`src/rtl/pulse_stretcher_pkg.sv`:
```
// pulse_stretcher_pkg: shared state encoding, timing constants and timer width helper
package pulse_stretcher_pkg;
  typedef logic [1:0] state_t;
  localparam state_t IDLE = 2'd0;
  localparam state_t HOLD = 2'd1;
  localparam state_t GAP  = 2'd2;
  localparam int HOLD_100MS = 12_500_000;
  localparam int GAP_50MS   = 6_250_000;
  localparam int SIM_HOLD   = 4;
  localparam int SIM_GAP    = 2;
  function automatic int timer_w(input int a, input int b);
    int m;
    m = a > b ? a : b;
    return m > 1 ? $clog2(m) : 1;
  endfunction
endpackage

```
`src/rtl/pulse_stretcher_timer.sv`:
```
// cycle_timer: loadable down-counter, done when it reaches zero
module cycle_timer #(
  parameter int W = 8
) (
  input  logic         clk,
  input  logic         rst_n,
  input  logic         load,
  input  logic [W-1:0] load_val,
  input  logic         en,
  output logic         done
);
  logic [W-1:0] cnt;
  always_ff @(posedge clk or negedge rst_n)
    if (!rst_n) cnt <= '0;
    else if (load) cnt <= load_val;
    else if (en && cnt != '0) cnt <= cnt - 1'b1;
  assign done = cnt == '0;
endmodule

```
`src/rtl/pulse_stretcher.sv`:
```
// pulse_stretcher: turns 1-clock events into visible LED blinks with enforced dark gaps
module pulse_stretcher
  import pulse_stretcher_pkg::*;
#(
  parameter int HOLD_CYCLES = HOLD_100MS,
  parameter int GAP_CYCLES  = GAP_50MS,
  parameter int PEND_W      = 4
) (
  input  logic              clk,
  input  logic              rst_n,
  input  logic              pulse_in,
  output logic              led_out,
  output logic              busy,
  output logic [PEND_W-1:0] pend_cnt,
  output logic              overflow
);
  localparam int TW = timer_w(HOLD_CYCLES, GAP_CYCLES);
  localparam logic [TW-1:0] HOLD_LD = TW'(HOLD_CYCLES - 1);
  localparam logic [TW-1:0] GAP_LD  = TW'(GAP_CYCLES - 1);
  localparam logic [PEND_W-1:0] PEND_MAX = '1;
  state_t state, nxt;
  logic done, load, en, consume, full;
  logic [TW-1:0] load_val;
  always_comb begin
    consume  = state == GAP && done && (pend_cnt != '0 || pulse_in);
    nxt      = state == IDLE ? (pulse_in ? HOLD : IDLE) :
               state == HOLD ? (done ? GAP : HOLD) :
               state == GAP  ? (done ? (consume ? HOLD : IDLE) : GAP) : IDLE;
    load     = nxt != state && nxt != IDLE;
    load_val = nxt == GAP ? GAP_LD : HOLD_LD;
    en       = state != IDLE;
    full     = pend_cnt == PEND_MAX;
  end
  cycle_timer #(.W(TW)) u_timer (
    .clk     (clk),
    .rst_n   (rst_n),
    .load    (load),
    .load_val(load_val),
    .en      (en),
    .done    (done)
  );
  // a consume with a fresh pulse swaps one queued event for the new one
  always_ff @(posedge clk or negedge rst_n)
    if (!rst_n) begin
      state    <= IDLE;
      led_out  <= 1'b0;
      pend_cnt <= '0;
      overflow <= 1'b0;
    end else begin
      state    <= nxt;
      led_out  <= nxt == HOLD;
      overflow <= pulse_in && state != IDLE && !consume && full;
      if (consume) begin
        if (!pulse_in) pend_cnt <= pend_cnt - 1'b1;
      end else if (pulse_in && state != IDLE && !full) pend_cnt <= pend_cnt + 1'b1;
    end
  assign busy = state != IDLE;
endmodule

```
`config.mk`:
```
export PLATFORM = sky130hd
export DESIGN_NAME = pulse_stretcher
export DESIGN_NICKNAME = d
export VERILOG_FILES = /design/src/rtl/pulse_stretcher_pkg.sv /design/src/rtl/pulse_stretcher_timer.sv /design/src/rtl/pulse_stretcher.sv
export SDC_FILE = /design/constraint.sdc
export NUM_CORES = 1
export LEC_CHECK = 0
export CAP_MARGIN = 20
export CORE_UTILIZATION = 40
export CTS_CLUSTER_DIAMETER = 60
export DETAILED_ROUTE_END_ITERATION = 12
export PLACE_DENSITY = 0.54
export SETUP_SLACK_MARGIN = 0.2
export SLEW_MARGIN = 5
export SYNTH_ARGS = -nofsm -noshare
export SYNTH_HDL_FRONTEND = slang
export SYNTH_SLANG_ARGS = --single-unit
```
`constraint.sdc`:
```
create_clock -name clk -period 7.95 [get_ports clk]
set_clock_uncertainty 0.15 [all_clocks]
set_input_delay 1.1925 -clock clk [delete_from_list [all_inputs] [get_ports clk]]
set_output_delay 1.1925 -clock clk [all_outputs]
set_load 0.005 [all_outputs]
```
==> flow_summary.yaml, run 1 <==
status:
  status: "finished clean"
worst_setup_path:
  reg2reg_slack_ps: 4710
  cp-end-kind: "flop"
  cp.required_ps: 7950
  crit_chain: "clkdlybuf4s50_1, or4_4, o21bai_4, nor4_2, buf_2, ha_1, xor2_1, o41ai_1, o22ai_1"
  slowest_stage: "clkdlybuf4s50_1"
  arrival_ps: 4070
  path_class: "primary input to flop"
  cp_top_family: "buffers and inverters"
  critical_path_peak_fanout: 15
  reg2reg_depth: 8
  r2r_start: "u_timer.cnt[10]$_DFFE_PN0P_"
  crit_path_max_incr_delay_ps: 790
  reg2reg_to: "pend_cnt[2]$_DFFE_PN0P_"
  path_buf_inv: 2
  critPathLaunchType: "primary input"
timing:
  slew_headroom_pct: 41.4
  tns_ps: 0
  worstMarginPinSlew_ps: 876
  slew_viol_final: 0
  achievable-frequency_mhz: 246
  period_share_pct: 51.2
  hold_ws_ps: 374
  finalCriticalPeriod_ps: 4070
  finalSetupViolations: 0
  hold_viol: 0
  rsz0062_at_grt: "no"
global_route:
  grt_pass1_vias: 1671
  antenna_found_initial: 0
  grt_usage_pct: 19.4
  grt_pass1_wl_mm: 7.71
  grt_overflow: 0
  grt_max_degree: 33
clock_network:
  cts_num_sinks: 32
  ctsHoldBuffers: 0
  ctsRootBufferMaster: "clkbuf_8"
  cts_buffer_depth: 2
  clkLatencyLatePin_ps: 280
  postCtsSetupBuffers: 0
  h-tree-depth: 2
  cts_tree: "done"
  cts_resized: 0
  clkTransAtPathRegs_ps: 70
  cts_buffers: 5
finish:
  fin_area_mm2: 0.00228
  diodes: 0
  drive_gt1_share_pct: 12.0
  area_delta_synth_final_pct: 14.3
  nets: 232
  fin_util_pct: 47.9
  fill_cells: 478
  instances_no_fill: 292
drt:
  antenna_left: 0
  route.detailed.drc: 0
  wl_mm: 4.64
  drt_pass1_iterations: 4
  wl_per_cell_um: 15.9
  viasPerCell: 5.66
  vias: 1654
  drtIter0Drc: 123
yosys:
  synth_area_mm2: 0.00199
  yosys_warnings: 0
  synthFlopType: "dfrtp_1"
  async_reset_ff_share_pct: 100
  synth_area_leaders: "dfrtp_1, nor2_1, xor2_1"
  synth_top_area_cell: "dfrtp_1"
  synthDistinctLibCells: 56
  ys_ff_latch: 32
  postSynthAreaPerCell_um2: 9.39
  ys_seq_area_share_pct: 40.2
  synth_cells: 212
  yosys-top-cells-count: "dfrtp_1, nor2_1, nand2_1"
  mappedNetlistNets: 220
  synth.most_common_cell: "dfrtp_1"
  synth_top_area_share_pct: 40.2
  synth-edff-count: 0
placement:
  dp_hpwl_mm: 3.27
  placed_area_mm2: 0.00214
  placed_cells: 283
  portBuffers: 9
  gp_congestion: 0.884
min_path:
  worstHoldStart: "u_timer.cnt[15]$_DFFE_PN0P_"
  hold_path_depth: 1
  hold_class: "flop to flop"
  holdPathEnd: "u_timer.cnt[15]$_DFFE_PN0P_"
floorplan:
  io_pins: 10
  die_w_um: 72.5
  core_mm2: 0.00475
  fp-row-count: 25
  die_area_mm2: 0.00526
  start_util_pct: 41.9
  die_h_um: 72.5
flow_run:
  cap_violations: 0
pwr:
  p_per_area_mw_per_mm2: 264
  power_leakage_nw: 0.878
  irDropWorstVdd_mv: 0.131
## sequential cells by signal, summed over array words and instances (netlist names)
register,cells
led_out,1
overflow,1
state,2
u_timer.cnt,24
pend_cnt,4
## routing by layer
metal / up-vias / track usage (%) / routed length (um)
met5: - / 0 / 0
met2: 44 / 31.7 / 2220
met4: 0 / 8.28 / 63
met1: 805 / 24.0 / 2120
li1: 801 / - / -
met3: 4 / 5.28 / 240
## cell usage in the layout (no fill, tap or decap), drive strengths merged, types with 3 or more instances in the layout
cell type / count
ha: 4
clkdlybuf4s50: 9
or3: 3
nor3: 7
nand2: 20
mux2i: 4
nand3b: 4
o21ai: 10
nand4: 4
and3: 3
xnor2: 5
nand3: 7
and4: 3
a21o: 3
o21bai: 3
dfrtp: 32
nor4: 10
a21oi: 10
xor2: 9
clkbuf: 7
nor2: 30
inv: 4
## worst max path at each step
stage / cells past startpoint / start / end / slack, ps
finish: 9 / pulse_in / pend_cnt[2]$_DFFE_PN0P_ / 3880
global route: 9 / pulse_in / pend_cnt[2]$_DFFE_PN0P_ / 3760
CTS: 11 / pulse_in / pend_cnt[3]$_DFFE_PN0P_ / 3500
detailed placement: 11 / pulse_in / pend_cnt[3]$_DFFE_PN0P_ / 3230
global placement: 11 / pulse_in / pend_cnt[3]$_DFFE_PN0P_ / 3380
floorplan: 11 / pulse_in / pend_cnt[3]$_DFFE_PN0P_ / 4650
## logic make-up after synthesis
logic type,synth area share (%)
mux,2.01
buf+inv,2.14
xor+xnor,6.16
simple gates,29.8
flops,40.2
fa+ha+maj,3.52
compound gates,16.2
## cell type report
type	count	area, um2	area share, %
Multi-Input combinational cell	170	1150	50.4
Sequential cell	32	801	35.2
Timing Repair Buffer	11	103	4.51
Clock buffer	7	96.3	4.23
Tap cell	67	83.8	3.68
Clock inverter	1	30.0	1.32
Inverter	4	15.0	0.660
## worst reg2reg max path: stages (launching register included)
cell and delay (ps):
dfrtp_1 430, nor4_4 520, nand4_4 230, nor4_2 600
buf_2 320, ha_1 280, xor2_1 170, o41ai_1 290
o22ai_1 110
## metrics by stage
stage | total power [mW] | setup WS, ps
6_report | 0.600 | 3880
4_1_cts | 0.608 | 3500
2_1_floorplan | 0.371 | 4650
5_1_grt | 0.642 | 3760
3_3_place_gp | 0.427 | 3380
3_5_place_dp | 0.431 | 3230
## report_power, final
| part | total [mW] | switching (mW) | internal, mW | leakage [nW] |
|---|---|---|---|---|
| logic | 0.168 | 0.0838 | 0.0842 | 0.452 |
| clock network | 0.171 | 0.0606 | 0.111 | 0.0645 |
| registers | 0.261 | 0.0585 | 0.202 | 0.361 |
Note: power is estimated with default switching activity, not from simulation.
==> run 2, diff against run 1 <==
--- a/config.mk
+++ b/config.mk
@@ -9,7 +9,7 @@
 export CORE_UTILIZATION = 40
 export CTS_CLUSTER_DIAMETER = 60
 export DETAILED_ROUTE_END_ITERATION = 12
-export PLACE_DENSITY = 0.54
+export PLACE_DENSITY = 0.56
 export SETUP_SLACK_MARGIN = 0.2
 export SLEW_MARGIN = 5
 export SYNTH_ARGS = -nofsm -noshare
==> constraint.sdc (replaced) <==
create_clock -name clk -period 3.52 [get_ports clk]
set_clock_uncertainty 0.15 [all_clocks]
set_input_delay 0.528 -clock clk [delete_from_list [all_inputs] [get_ports clk]]
set_output_delay 0.528 -clock clk [all_outputs]
set_load 0.005 [all_outputs]
==> run 2 against run 1 <==
Utilization up 1.3 points. Die area unchanged. Critical path depth up 1. Flip-flop and latch count unchanged. Routed wire length down 2.1%. Worst setup slack worse by 3400 ps. Sequential power up 120%. First-iteration DRC count down 6.5%. Combinational power up 130%. Global-route usage down 0.70 points. Hold slack worse by 8.0 ps. Non-clock buffer count up 7. Critical path type is now flop to flop. Largest cell class unchanged.
==> flow_summary.yaml, run 2 (synthesis results as in run 1) <==
worst_setup_path:
  crit_chain: "nor4_2, nand3_1, nor4_4, ha_1, a21o_1, a21o_1, nor2_1, nand2_1, o21ai_2, xor2_1"
  critPathLaunchType: "flop"
  reg2reg_slack_ps: 440
  r2r_start: "u_timer.cnt[14]$_DFFE_PN0P_"
  path_class: "flop to flop"
  cp.required_ps: 3570
  reg2reg_to: "pend_cnt[3]$_DFFE_PN0P_"
  critical_path_peak_fanout: 13
  crit_path_max_incr_delay_ps: 710
  worstSetupStartpoint: "u_timer.cnt[14]$_DFFE_PN0P_"
  slowest_stage: "nor4_4"
  arrival_ps: 3140
  cp-end-kind: "flop"
  reg2reg_depth: 10
  cp_common_cell: "a21o_1"
  cp-endpoint: "pend_cnt[3]$_DFFE_PN0P_"
timing:
  period_share_pct: 87.6
  hold_viol: 0
  worstMarginPinSlew_ps: 738
  hold_ws_ps: 366
  finalCriticalPeriod_ps: 3080
  finalSetupViolations: 0
  achievable-frequency_mhz: 324
  slew_viol_final: 0
  slew_headroom_pct: 50.4
  rsz0062_at_grt: "no"
  tns_ps: 0
  setup_slack_ps: 438
pwr:
  total_power_mw: 1.36
  internal_power_mw: 0.903
  power.switching_mw: 0.462
  p_clk_share_pct: 28.2
  power_leakage_nw: 0.926
  combPwrFrac_pct: 28.9
  irDropWorstVdd_mv: 0.354
  p_per_area_mw_per_mm2: 583
  p_seq_share_pct: 42.9
  swShare_pct: 33.8
clock_network:
  cts_buffer_depth: 2
  cts_buffers: 5
  cts_num_sinks: 32
  postCtsSetupBuffers: 0
  cts_tree: "done"
  h-tree-depth: 2
  ctsRootBufferMaster: "clkbuf_8"
  clkTransAtPathRegs_ps: 70
  ctsHoldBuffers: 0
  clkLatencyLatePin_ps: 280
drt:
  wl_per_cell_um: 15.2
  viasPerCell: 5.45
  drt_pass1_iterations: 4
  drtIter0Drc: 115
  route.detailed.drc: 0
  vias: 1629
  wl_mm: 4.55
  antenna_left: 0
finish:
  diodes: 0
  largest_reg_flops: 24
  final_cell_mix: "dfrtp_1, nor2_1, nand2_1"
  drive_gt1_share_pct: 14.7
  area_delta_synth_final_pct: 17.5
  instances_no_fill: 299
  largestRegisters: "u_timer.cnt x24, pend_cnt x4, state x2"
  nets: 239
  layout_commonest_cell: "dfrtp_1"
  regMostFlops: "u_timer.cnt"
  fill_cells: 466
flow_run:
  cap_violations: 0
global_route:
  grt_usage_pct: 18.7
  antenna_found_initial: 0
  grt_overflow: 0
  grt_max_degree: 33
  grt_pass1_vias: 1562
  grt_pass1_wl_mm: 7.53
floorplan:
  die_h_um: 72.5
  start_util_pct: 41.9
  core_mm2: 0.00475
  fp-row-count: 25
  die_area_mm2: 0.00526
  io_pins: 10
  die_w_um: 72.5
min_path:
  hold_path_depth: 1
  hold_class: "flop to flop"
status:
  status: "finished clean"
placement:
  dp_hpwl_mm: 3.40
  placed_cells: 291
  dp_slack_ps: -138
  gp_congestion: 0.858
  portBuffers: 9
-- run 2: cell count changes in the layout (fill, tap and decap cells not counted), sizes merged --
cell / change
buf: +7
-- run 2: final cells by class --
type	instances	area [um2]	area share [%]
clock buffer	7	96.3	4.12
sequential	32	801	34.2
clock inverter	1	30.0	1.28
multi-input combinational	170	1160	49.4
tap	67	83.8	3.58
timing repair buffer	18	158	6.74
inverter	4	15.0	0.642
-- run 2: critical path, delay by kind of cell, from the launching register on --
kind	cells	cell delay (ps)
compound gates	3	450
flops	1	420
xor+xnor	1	160
fa+ha+maj	1	360
simple gates	5	1470
-- run 2: power groups by stage --
stage	clock [mW]	sequential, mW	combinational, mW
6_report	0.385	0.585	0.394
3_3_place_gp	0	0.587	0.383
5_1_grt	0.410	0.603	0.440
2_1_floorplan	0	0.568	0.270
3_5_place_dp	0	0.591	0.396
4_1_cts	0.392	0.585	0.398
-- run 2: worst min-delay path by stage --
| stage | from | end |
|---|---|---|
| after global placement | pend_cnt[3]$_DFFE_PN0P_ | pend_cnt[3]$_DFFE_PN0P_ |
| after floorplan | rst_n | led_out$_DFF_PN0_ |
| after detailed placement | pend_cnt[3]$_DFFE_PN0P_ | pend_cnt[3]$_DFFE_PN0P_ |
| final | pend_cnt[3]$_DFFE_PN0P_ | pend_cnt[3]$_DFFE_PN0P_ |
| after global routing | u_timer.cnt[15]$_DFFE_PN0P_ | u_timer.cnt[15]$_DFFE_PN0P_ |
| after CTS | pend_cnt[3]$_DFFE_PN0P_ | pend_cnt[3]$_DFFE_PN0P_ |
-- run 2: routing by layer --
metal | GRT usage, % | part of all wire (%) | vias up
li1 | - | - | 807
met1 | 26.8 | 49 | 778
met2 | 28.8 | 46 | 37
met3 | 3.33 | 4.2 | 7
met4 | 5.23 | 1.2 | 0
met5 | 0 | 0 | -
-- run 2: through the flow --
| step | util [%] | instance area (um2) |
|---|---|---|
| floorplan | - | 1990 |
| global placement | 46.4 | 2200 |
| detailed placement | 46.4 | 2200 |
| CTS | 49.2 | 2340 |
| global route | 49.2 | 2340 |
| finish | 49.2 | 2340 |
-- run 2: timing repair --
item / CTS / global route
pin swaps: 0 / 1
resized for setup: 1 / 0
setup endpoints to repair: 1 / 1
